==> config.mk <==
export PLATFORM = sky130hd
export DESIGN_NAME = reaction_measurer
export DESIGN_NICKNAME = d
export VERILOG_FILES = /design/src/rtl/reaction_measurer_pkg.sv /design/src/rtl/lfsr16.sv /design/src/rtl/reaction_measurer.sv
export SDC_FILE = /design/constraint.sdc
export NUM_CORES = 1
export LEC_CHECK = 0
export ABC_AREA = 1
export CORE_ASPECT_RATIO = 0.7
export CORE_UTILIZATION = 25
export CTS_BUF_LIST = sky130_fd_sc_hd__clkbuf_8
export DETAILED_ROUTE_END_ITERATION = 10
export PLACE_DENSITY = 0.5
export SYNTH_ARGS = -nofsm -noshare
export SYNTH_HDL_FRONTEND = slang
export SYNTH_HIERARCHICAL = 1
export SYNTH_SLANG_ARGS = --single-unit
==> constraint.sdc <==
create_clock -name clock -period 6.3 [get_ports clock]
set_clock_uncertainty 0.05 [all_clocks]
set_input_delay 1.26 -clock clock [delete_from_list [all_inputs] [get_ports clock]]
set_output_delay 1.26 -clock clock [all_outputs]
set_load 0.01 [all_outputs]
==> src/rtl/reaction_measurer_pkg.sv <==
// ==== reaction_measurer_pkg: shared round-state encodings and result ceiling (rev 1.0) ====
`default_nettype none

package reaction_measurer_pkg;

  localparam logic [2:0] STATE_IDLE           = 3'd0;
  localparam logic [2:0] STATE_WAIT           = 3'd1;
  localparam logic [2:0] STATE_GO             = 3'd2;
  localparam logic [2:0] STATE_RESULT_OK      = 3'd3;
  localparam logic [2:0] STATE_RESULT_EARLY   = 3'd4;
  localparam logic [2:0] STATE_RESULT_TIMEOUT = 3'd5;

  localparam logic [13:0] RT_CEIL = 14'd9999;

  function automatic logic is_result(input logic [2:0] s);
    return (s == STATE_RESULT_OK) || (s == STATE_RESULT_EARLY) ||
           (s == STATE_RESULT_TIMEOUT);
  endfunction

endpackage

`default_nettype wire

==> src/rtl/lfsr16.sv <==
// ==== lfsr16: free-running 16-bit Fibonacci LFSR, x^16+x^14+x^13+x^11 (rev 1.0) ====
`default_nettype none

module lfsr16 (
  input  logic        clock,
  input  logic        reset,
  output logic [15:0] value
);

  logic [15:0] value_q;
  logic        fb;

  // Right-shifting form: taps 16,14,13,11 sit at bits 0,2,3,5.
  assign fb = value_q[0] ^ value_q[2] ^ value_q[3] ^ value_q[5];

  always_ff @(posedge clock or negedge reset) begin
    if (!reset) value_q <= 16'hACE1;
    else        value_q <= {fb, value_q[15:1]};
  end

  assign value = value_q;

endmodule

`default_nettype wire

==> src/rtl/reaction_measurer.sv <==
// ==== reaction_measurer: random-delay go light and millisecond reaction timer (rev 1.0) ====
`default_nettype none

module reaction_measurer
  import reaction_measurer_pkg::*;
#(
  parameter int unsigned CLK_HZ       = 100000000,
  parameter int unsigned MIN_DELAY_MS = 1000,
  parameter int unsigned RAND_BITS    = 11
) (
  input  logic        clock,
  input  logic        reset,
  input  logic        button,
  output logic [2:0]  current_state,
  output logic [13:0] reaction_time,
  output logic        go_led,
  output logic        result_valid
);

  localparam int unsigned TICKS_PER_MS = CLK_HZ / 1000;
  localparam int unsigned PW = (TICKS_PER_MS > 1) ? $clog2(TICKS_PER_MS) : 1;
  localparam int unsigned DW = $clog2(MIN_DELAY_MS + (1 << RAND_BITS) + 1);

  logic [15:0]   lfsr_val;
  logic          unused_lfsr;
  logic          sync1_q, sync2_q, prev_q, press_q, armed_q;
  logic [1:0]    vld_q;
  logic [PW-1:0] pre_q, pre_d;
  logic          ms_tick;
  logic [2:0]    state_q, state_d;
  logic [DW-1:0] delay_q, delay_d;
  logic [13:0]   msc_q, msc_d;
  logic [13:0]   rt_q, rt_d;
  logic          go_q, rv_q;

  lfsr16 u_lfsr (
    .clock (clock),
    .reset (reset),
    .value (lfsr_val)
  );

  assign unused_lfsr = ^lfsr_val;

  // armed_q stays low until the synchronised button has been seen released
  // after reset, so a button held across reset release never counts as a press.
  always_ff @(posedge clock or negedge reset) begin
    if (!reset) begin
      sync1_q <= 1'b0;
      sync2_q <= 1'b0;
      prev_q  <= 1'b0;
      press_q <= 1'b0;
      vld_q   <= 2'b00;
      armed_q <= 1'b0;
    end else begin
      sync1_q <= button;
      sync2_q <= sync1_q;
      prev_q  <= sync2_q;
      press_q <= armed_q & sync2_q & ~prev_q;
      vld_q   <= {vld_q[0], 1'b1};
      armed_q <= armed_q | (vld_q[1] & ~sync2_q);
    end
  end

  assign ms_tick = (pre_q == PW'(TICKS_PER_MS - 1));

  always_comb begin
    if ((state_d != state_q) || ms_tick) pre_d = '0;
    else                                 pre_d = pre_q + PW'(1);
  end

  always_comb begin
    state_d = state_q;
    delay_d = delay_q;
    msc_d   = msc_q;
    rt_d    = rt_q;
    case (state_q)
      STATE_WAIT: begin
        if (press_q) begin
          state_d = STATE_RESULT_EARLY;
          rt_d    = RT_CEIL;
        end else if (ms_tick) begin
          if (delay_q == DW'(1)) begin
            state_d = STATE_GO;
            msc_d   = '0;
          end else begin
            delay_d = delay_q - DW'(1);
          end
        end
      end
      STATE_GO: begin
        // A press on the timeout tick still reports the last counted value.
        if (press_q) begin
          state_d = STATE_RESULT_OK;
          rt_d    = msc_q;
        end else if (ms_tick) begin
          if (msc_q == RT_CEIL - 14'd1) begin
            state_d = STATE_RESULT_TIMEOUT;
            rt_d    = RT_CEIL;
          end else begin
            msc_d = msc_q + 14'd1;
          end
        end
      end
      default: begin
        if (press_q) begin
          state_d = STATE_WAIT;
          delay_d = DW'(MIN_DELAY_MS) + DW'(lfsr_val[RAND_BITS-1:0]);
        end
      end
    endcase
  end

  always_ff @(posedge clock or negedge reset) begin
    if (!reset) begin
      pre_q   <= '0;
      state_q <= STATE_IDLE;
      delay_q <= '0;
      msc_q   <= '0;
      rt_q    <= '0;
      go_q    <= 1'b0;
      rv_q    <= 1'b0;
    end else begin
      pre_q   <= pre_d;
      state_q <= state_d;
      delay_q <= delay_d;
      msc_q   <= msc_d;
      rt_q    <= rt_d;
      go_q    <= (state_d == STATE_GO);
      rv_q    <= is_result(state_d) & ~is_result(state_q);
    end
  end

  assign current_state = state_q;
  assign reaction_time = rt_q;
  assign go_led        = go_q;
  assign result_valid  = rv_q;

endmodule

`default_nettype wire

== Word level (Yosys, flattened, before mapping) ==
Cells that the tools add are included.
Storage, ports and cells
  register bits: 85
  input port bits: 3
  logic and storage cells: 89
Cells by class
  add/sub/neg operators: 4
  equality and inequality tests: 23
  multiplexer cells: 26
  bitwise logic cells: 12
  reductions and logical operators: 10
Operators with widths (number)
  14-bit two-way mux: 10
  14-bit case mux with 2 select lines: 2
  12-bit two-way mux: 4
  12-bit case mux with 2 select lines: 1
  3-bit two-way mux: 7
  17-bit by 1-bit adder with 17-bit output (second input constant): 1
  17-bit equality test (second input constant): 1
  17-bit two-way mux: 1
  2-bit != test (second input constant): 8
  14-bit by 1-bit adder with 14-bit output (second input constant): 1
  14-bit equality test (second input constant): 1
  10-bit by 11-bit adder with 12-bit output (first input constant): 1
  12-bit by 1-bit equality test with 1-bit output (second input constant): 1
  3-bit by 2-bit equality test with 1-bit output (second input constant): 4
  3-bit equality test (second input constant): 4
  12-bit by 1-bit subtractor with 12-bit output (second input constant): 1
  7-bit AND reduction: 1
  3-bit != test (second input constant): 2
  3-bit case mux with 2 select lines: 1
  1-bit logical OR: 5
  5-bit AND reduction: 1
  1-bit AND: 4
  1-bit inverter: 4
  4-bit AND reduction: 1
  other kinds (5): 8

== Logic depth before layout (Yosys ltp) ==
Gate-level depths: netlist (run 1).
  depth after elaboration: 9
  gate-level depth with buffers: 13
  mapped depth without buffers: 13

== Cells and area by module ==
The synthesis (run 1) kept the hierarchy.
By module, submodules not included
  reaction_measurer: instances 1, cells each 541, area each 4011.3 µm², seq. area each 1726.7 µm²
  lfsr16: instances 1, cells each 33, area each 481.7 µm², seq. area each 410.4 µm²

== Worst setup path before layout (run 1) ==
No wires, ideal clock.
  path kind: reg2reg
  from: reg state_q[1], in the netlist current_state[1]
  to: reg delay_q[6]
  library setup time: 0.083 ns
  data arrival time: 2.073 ns
  setup slack: 4.094 ns
  cell stages (with the launch flop): 11
  buffers on the path: 2
  clock period less this slack: 2.206 ns
  cell sequence: dfrtp_1 inv_1 nand3_2 inv_1 buf_1 ha_1 nand3b_1 nor2_2 buf_4 o221ai_1 o21ai_0
Between the ends
  word-level cells in the longest chain between the ends: 3
  elaborated cells on any way between the ends: 8
  those cells by class: eq/ne (4); mux (1); bitwise (1); reduce/logical (2)
RTL lines
  start: declaration: RTL line reaction_measurer.sv:30  | logic [2:0] state_q, state_d;
  start signal: assignment: RTL line reaction_measurer.sv:124  | state_q <= state_d;
  3-bit by 1-bit equality test with 1-bit output or 3-bit by 2-bit equality test with 1-bit output (tied branches): RTL line reaction_measurer.sv:76  | case (state_q)
  2-bit != test (no line) (tied with other cells)
  5-bit AND reduction (no line)
  end signal: assignment: RTL line reaction_measurer.sv:125  | delay_q <= delay_d;
  end: declaration: RTL line reaction_measurer.sv:31  | logic [DW-1:0] delay_q, delay_d;
Parallel ways exist; a longest one is shown, timed or not.
A chain may end at the register's enable or synchronous reset.

== Final worst setup path (run 1) ==
  from: reg state_q[1], in the netlist current_state[1]
  to: reg delay_q[2]
Same word-level chain as after synthesis.

==> results, run 1 <==
- The maximum number of buffers from clock root to sink is 2.
- Before antenna repair, the detailed router went through 4 iterations.
- The number of different library cells used by synthesis comes to 42.
- The flip-flop and latch count after synthesis is 85.
- The region available for standard cell placement spans between 15000 and 20000 um2.
- The internal power of the cells totals roughly 1100 uW.
- The number of global-route vias before repair is roughly 3500.
- The number of design rule violations left after detail routing is 0.
- Dividing the detail-routed via count by the number of cells gives ~4.5.
- By area the synthesized netlist is led by sky130_fd_sc_hd__dfrtp_1 (43%), sky130_fd_sc_hd__nand2_1 (11%), sky130_fd_sc_hd__nor2_1 (7.6%), sky130_fd_sc_hd__inv_1 (5.2%), sky130_fd_sc_hd__nand3_1 (4.9%).
- Post-CTS repair changed the size of 0 cells.
- In this run the horizontal extent of the chip is 162 um.
- The number of antenna violations at the first check in global routing is 0.
- The data required time at the worst endpoint is around 6.5 ns.
- The worst setup path is of the reg -> reg kind.
- Of the total power, combinational logic draws about 33%.
- The clock latency of the later-clocked register in the worst-skew pair is 0.36 ns.
- The power share of the sequential group is 39.5%.
- The pin count of the biggest net entering global routing is 77.
- sky130_fd_sc_hd__nand2_1 is the most common cell in the netlist.
- Synthesis handed over a netlist of 574 instances.
- The synthesis-to-layout area growth is 15.3%.
- The initial cell density of the core is 25.9%.
- In this run the mean area of a mapped cell was 7.83 um2.
- In this run the worst hold path is classified as reg -> reg.
- The TritonCTS clock tree is done.
- The floorplan row count is 40.
- For this design, the CTS-stage hold fixing added 0 buffers.
- The worst slew slack as a fraction of its limit is 35.1%.
- The clock net in this run drives a total of 85 sinks.
- In this run, placement finished with an instance count of approximately 810.
- During I/O placement, the number of pins put on the boundary was 22.
- The most area-hungry cell type in the Yosys netlist is sky130_fd_sc_hd__dfrtp_1.
- The number of diodes added for antenna fixing is 0.
- The peak clock frequency supported by timing is 322 MHz.
- In this run the power spent charging and discharging nets is between 600 and 700 uW.
- The power density over cell area is between 300 and 400 nW/um2.
- Wires add up to about 10000 um.
- In this run the number of H-tree levels came out at 3.
- Global routing used around an eighth of the available tracks.
- The most used flip-flop cell after synthesis is sky130_fd_sc_hd__dfrtp_1.
- The top fanout value on the critical path is 23.
- The number of clock buffers inserted by TritonCTS is 9.
- The run finished with clean final reports.
- Setup violations remaining at the end of the flow were counted as 0.
- The maximum vdd ir drop is around 0.13 mV.
- STA classifies the critical path startpoint as a flip-flop.
- For this run, the post-layout net count is between 600 and 700.
- In this run the clock root is driven by a sky130_fd_sc_hd__clkbuf_8.
- The post-CTS clock slew at the launch and capture registers of the worst setup and hold paths is approximately 0.080 ns.
- For this run, the number of Yosys warnings is 6.
- In this run switching power makes up between 30% and 40% of total power.
- The final hold slack is just over 0.3 ns.
- The post-synthesis cell area is 4490 um2.
- Routability-driven placement finished with a final weighted congestion of ~0.86.
- The first global-routing pass estimated ~18000 um of wire.
- The number of DRC markers after the initial detailed-route iteration is about 170.
- Dividing the final minimum period by the clock period gives 49.2%.
- The final standard cell count with taps included and fillers excluded is 830.
- Detailed routing inserted a total of 3695 vias.
- The vertical die dimension is about 110 um.
- Setup repair after global routing left no endpoint under its margin.
- The transition time at the pin with the least slew margin is roughly 1 ns.
- The synthesized design contains 0 enable-type register cells.
- The leakage power is approximately 0.0023 uW.
- The final HPWL from detailed placement is between 7000 and 8000 um.
- Ranked by instance count, the synthesized netlist is headed by sky130_fd_sc_hd__nand2_1 (137), sky130_fd_sc_hd__nor2_1 (91), sky130_fd_sc_hd__dfrtp_1 (77).
- For this run the aggregate overflow at the end of global routing stands at 0.
- The time the worst path needs with I/O delays and setup is ~3.1 ns.
- The clock network fraction of design power is a little over a quarter.
- The post-detailed-route count of antenna-violating nets is 0.
- The kind of end point of the critical path is a flip-flop.
- The max-capacitance violation count is 0.
- The die covers 18500 um2.
- The post-route netlist has ~7% of its cells at a drive strength greater than 1.
- In the final routed layout, each cell accounts on average for about 12 um.
- After synthesis, the largest area contributor takes up 42.9% of total cell area.
- During placement, the flow inserted port buffers numbering 21.
- The proportion of register bits with asynchronous set or reset after synthesis is between 90% and 100%.
- The number of slew-limit violations in the final report came to 0.
- Sequential elements use 47.6% of the synthesized area.
- The final-report hold violation count is 0.
- The post-CTS setup-driven buffer insertion count is 0.
- The total negative slack for setup checks is 0 ns.
- Data arrives at the worst endpoint at 3.32 ns.
- The synthesized netlist net count is slightly below 600.
[power groups by stage]
stage / combinational (uW) / clock [uW] / sequential, uW
global placement: 580 / 0 / 707
floorplan: 423 / 0 / 712
CTS: 593 / 505 / 701
finish: 587 / 485 / 700
global route: 676 / 519 / 713
detailed placement: 591 / 0 / 711
[path summary, 6_finish.rpt]
check                                  from                to  slack (ns)  depth (start not counted)
max in group asynchronous             reset        delay_q[4]        4.35                          2
min                        u_lfsr/value[12]  u_lfsr/value[11]        0.30                          0
min in group asynchronous             reset         pre_q[11]        0.67                          1
max                        current_state[1]        delay_q[2]        3.20                          8
min reg2reg                u_lfsr/value[12]  u_lfsr/value[11]        0.30                          0
max reg2reg                current_state[1]        delay_q[2]        3.20                          8
[critical path, stage by stage, from the launching register on]
cell,delay (ns)
sky130_fd_sc_hd__dfrtp_1,0.41
sky130_fd_sc_hd__inv_1,0.14
sky130_fd_sc_hd__nand3_2,0.34
sky130_fd_sc_hd__inv_1,0.51
sky130_fd_sc_hd__ha_1,0.33
sky130_fd_sc_hd__nand3b_1,0.19
sky130_fd_sc_hd__nor2_2,0.64
sky130_fd_sc_hd__o21ai_0,0.21
sky130_fd_sc_hd__a22oi_1,0.19
[metrics by stage]
stage               cell area, um2  util (%)  setup slack, ns  power [uW]
floorplan                     4490         -             4.09        1130
global placement              4920      28.3             3.36        1290
detailed placement            4920      28.3             3.19        1300
CTS                           5180      29.8             3.19        1800
global route                  5180      29.8             2.82        1910
finish                        5180      29.8             3.20        1770
[state kept, by name, indices dropped and copies added (netlist names)]
name           flops
pre_q             17
reaction_time     14
result_valid       1
prev_q             1
press_q            1
armed_q            1
sync2_q            1
current_state      3
vld_q              2
msc_q             14
u_lfsr/value      16
sync1_q            1
go_led             1
delay_q           12
[area by class of cell]
cell class | count | area, um2
clock inverter | 5 | 106
tap | 231 | 289
timing repair buffer | 22 | 215
multi-input combinational | 411 | 2040
sequential | 85 | 2140
fill | 1843 | 12200
clock buffer | 11 | 151
inverter | 65 | 244
[kinds of logic (layout without fill, tap and decap cells)]
| kind of cell | count (synthesis) | count (layout) | share of synthesized area (%) |
|---|---|---|---|
| AND/OR/NAND/NOR | 319 | 319 | 30.8 |
| AO/OA/AOI/OAI | 59 | 59 | 7.55 |
| flip-flops | 85 | 85 | 47.6 |
| adder cells (fa/ha/maj) | 8 | 8 | 2.23 |
| buffers and inverters | 78 | 103 | 7.13 |
| other | 1 | 1 | 0.0835 |
| XOR/XNOR | 24 | 24 | 4.68 |
[metal layers]
layer  wire (um)  global-route usage (%)  up-vias
li1            -                       -     1886
met1        5620                    18.4     1731
met2        4050                    16.7       74
met3         483                    3.04        4
met4          67                    2.52        0
met5           0                       0        -
[placed cells by master (no fill, tap or decap), drive strengths merged]
master         count
clkinvlp           1
xnor2              2
a32oi              1
conb               1
nand2            139
a22oi              2
clkdlybuf4s50     20
inv               64
nand4              8
nor4               2
a211oi             2
bufinv             3
nand3             46
nand3b             2
o211ai             2
o221ai             1
o21a               1
dfstp              8
nor3              21
o31ai              6
xor2              22
o21ai             35
o21bai             1
clkbuf            11
buf                2
nor2              98
clkinv             2
a21oi              7
dfrtp             77
nor3b              2
or2                1
a31oi              1
ha                 8
No activity file was read; power rests on OpenSTA's default activity.
==> inputs of run 2 (changes only) <==
--- a/config.mk
+++ b/config.mk
@@ -10,7 +10,7 @@
 export CORE_UTILIZATION = 25
 export CTS_BUF_LIST = sky130_fd_sc_hd__clkbuf_8
 export DETAILED_ROUTE_END_ITERATION = 10
-export PLACE_DENSITY = 0.5
+export PLACE_DENSITY = 0.51
 export SYNTH_ARGS = -nofsm -noshare
 export SYNTH_HDL_FRONTEND = slang
 export SYNTH_HIERARCHICAL = 1
==> constraint.sdc (replaced) <==
create_clock -name clock -period 2.8 [get_ports clock]
set_clock_uncertainty 0.05 [all_clocks]
set_input_delay 0.56 -clock clock [delete_from_list [all_inputs] [get_ports clock]]
set_output_delay 0.56 -clock clock [all_outputs]
set_load 0.01 [all_outputs]
==> results, run 2 (same netlist as run 1, synthesis figures left out) <==
- The run finished with clean final reports.
- The I/O pin count is 22.
- The die covers roughly 19000 um2.
- The launching point of the worst reg2reg path is current_state[1].
- The number of slew-limit violations in the final report is 0.
- The area of the core is roughly 17000 um2.
- For the pin with the worst max-slew slack, the measured transition is around 0.63 ns.
- The worst slew slack as a fraction of its limit is roughly three fifths.
- For flop-to-flop paths, the worst setup slack is 0.34 ns.
- The most common cell after layout, fill and taps aside is sky130_fd_sc_hd__nand2_1.
- The CTS root buffer is sky130_fd_sc_hd__clkbuf_8.
- The number of global-route vias before repair is ~3600.
- The number of clock buffers inserted by TritonCTS is 9.
- The arrival time at the worst endpoint is 2.67 ns.
- The final HPWL from detailed placement is 7490 um.
- Counting I/O delays and the setup requirement, the final critical path takes approximately 2.5 ns.
- The power density over cell area is roughly 730 nW/um2.
- Dividing the final minimum period by the clock period gives between 80 and 90%.
- The final layout contains routed wiring with a total length of around 10000 um.
- After the last flow step, the layout net total stands at 609.
- Adding up every negative setup slack in the final design gives 0 ns.
- Buffers added to address setup during post-CTS repair amount to 0.
- The number of diodes added for antenna fixing is 0.
- The maximum vdd ir drop is between 0.2 and 0.3 mV.
- The pin count of the biggest net entering global routing is 60.
- Measured along the x axis, the die boundary spans approximately 160 um.
- The library cells used most frequently in the layout, excluding fill and tap cells, are sky130_fd_sc_hd__nand2_1 (137), sky130_fd_sc_hd__nor2_1 (91), sky130_fd_sc_hd__dfrtp_1 (77), sky130_fd_sc_hd__inv_1 (63), sky130_fd_sc_hd__nand3_1 (44).
- The number of failing setup endpoints in the final timing report is 0.
- The leakage power is 0.00229 uW.
- The critical path is of the reg -> reg type.
- In this run the tool buffered the top-level ports with 21 buffer cells.
- Counting the fill cells in the layout gives about 1800.
- Summing over every cut layer, the via total after detailed routing is 3729.
- After detailed routing, the number of remaining DRC violations is 0.
- Registers take about 2100 um2.
- The pre-antenna-repair detailed-routing pass consisted of 5 iterations.
- STA puts the critical path data required time at roughly 3 ns.
- The number of hold-repair buffers added at the cts stage is 0.
- The max-capacitance violation count is 0.
- In this run the worst hold path is classified as in -> async.
- The kind of end point of the critical path is a flip-flop.
- Summing all multi-input logic gate instances after layout gives 2040 um2.
- Total power for the finished layout comes to roughly 3800 uW.
- Dividing the detail-routed via count by the number of cells gives 4.47.
- The final routed wire length divided by cell count is 12.5 um.
- The final-report hold violation count is 0.
- The clock sink count is 85.
- TritonCTS built the clock tree.
- The final weighted congestion in routability-driven placement is 0.871.
- Once the floorplan was initialized, standard cells occupied about 26% of the core.
- The die is around 110 um tall.
- The aggregate global-route resource usage is 12.4%.
- The flip-flop count of the largest register, all copies and words added is 17.
- In this run the critical register-to-register path is captured at msc_q[9].
- The register with the highest flop count is pre_q.
- The count of nets left with antenna violations once routing finished came out at 0.
- The number of antenna violations at the first check in global routing was 0.
- Of all nets on the critical path, the largest fanout is 19.
- The maximum number of buffers from clock root to sink is 2.
- The final setup slack of the worst path is between 0.3 and 0.4 ns.
- Setup repair after global routing left no endpoint under its margin.
- The synthesis-to-layout area growth is 14.7%.
- The count of cells resized by post-cts repair is 0.
- The fraction of layout cells with a size suffix above 1 is under 10%.
- After the first detailed-routing iteration, the DRC count stood at between 400 and 500.
- Before CTS, the worst setup slack after placement is approximately 0.35 ns.
- The worst setup path is launched from a flip-flop.
- The global-route wire length before repair is roughly 18000 um.
- Clock-pin slew was measured on the worst setup and hold paths at 0.09 ns.
- The number of cells on the worst reg-to-reg path is 10.
- The initialized floorplan defines 40 standard-cell rows.
- The number of H-tree levels is 3.
- The total overflow reported by the global router is 0.
- The clock reaches the later pin of the worst-skew pair after between 0.3 and 0.4 ns.
- Static timing analysis puts the maximum clock frequency at roughly 400 MHz.
-- run 2: cell types whose count changed in the layout (fill, tap and decap cells not counted), sizes merged --
cell | before | now
clkbuf | 11 | 9
inv | 64 | 65
clkinvlp | 1 | 2
bufinv | 3 | 1
buf | 2 | 6
clkinv | 2 | 4
-- run 2: worst max-delay path by stage --
stage / start / end / slack [ns] / depth (start not counted)
after floorplan: current_state[1] / delay_q[6] / 0.59 / 10
after global placement: current_state[1] / msc_q[8] / 0.51 / 10
after detailed placement: current_state[1] / msc_q[9] / 0.35 / 10
after CTS: current_state[1] / msc_q[9] / 0.32 / 10
after global routing: current_state[1] / msc_q[9] / 0.06 / 10
final: current_state[1] / msc_q[9] / 0.34 / 10
-- run 2: through the flow --
stage | std cells | cell area [um2] | hold WS, ns | utilization (%)
5_1_grt | 834 | 5150 | 0.0653 | 29.7
6_report | 834 | 5150 | 0.0627 | 29.7
3_5_place_dp | 818 | 4960 | 0.285 | 28.6
3_3_place_gp | 818 | 4960 | 0.281 | 28.6
2_1_floorplan | 574 | 4490 | 0.214 | -
4_1_cts | 834 | 5150 | 0.0581 | 29.7
-- run 2: layer usage --
metal  up-vias  track usage (%)  routed length, um
met5         -                0                  0
met4         0             2.83                 95
met3         8             2.86                505
met2        83             16.3               3960
met1      1763             19.7               5860
li1       1875                -                  -
-- run 2: cell type report --
cell class	instances	share of cell area (%)
multi-input combinational	411	39.5
clock buffer	9	2.40
inverter	65	4.73
clock inverter	7	1.31
sequential	85	41.5
timing repair buffer	26	5.00
tap	231	5.61
-- run 2: worst max-delay path, stage by stage (launching register included) --
cell,delay (ns)
sky130_fd_sc_hd__dfrtp_1,0.41
sky130_fd_sc_hd__inv_1,0.13
sky130_fd_sc_hd__nor2_1,0.05
sky130_fd_sc_hd__nand2_1,0.47
sky130_fd_sc_hd__inv_1,0.17
sky130_fd_sc_hd__nand3_1,0.12
sky130_fd_sc_hd__nand2_1,0.07
sky130_fd_sc_hd__nor2_2,0.49
sky130_fd_sc_hd__nand2_4,0.21
sky130_fd_sc_hd__nand2_1,0.12
sky130_fd_sc_hd__nand2_1,0.06
-- run 2: report_power, final --
part / leakage, uW / internal, uW / total, uW / switching, uW
clock: 0.0000964 / 407 / 865 / 458
sequential: 0.00109 / 1420 / 1570 / 149
combinational: 0.00111 / 494 / 1350 / 852
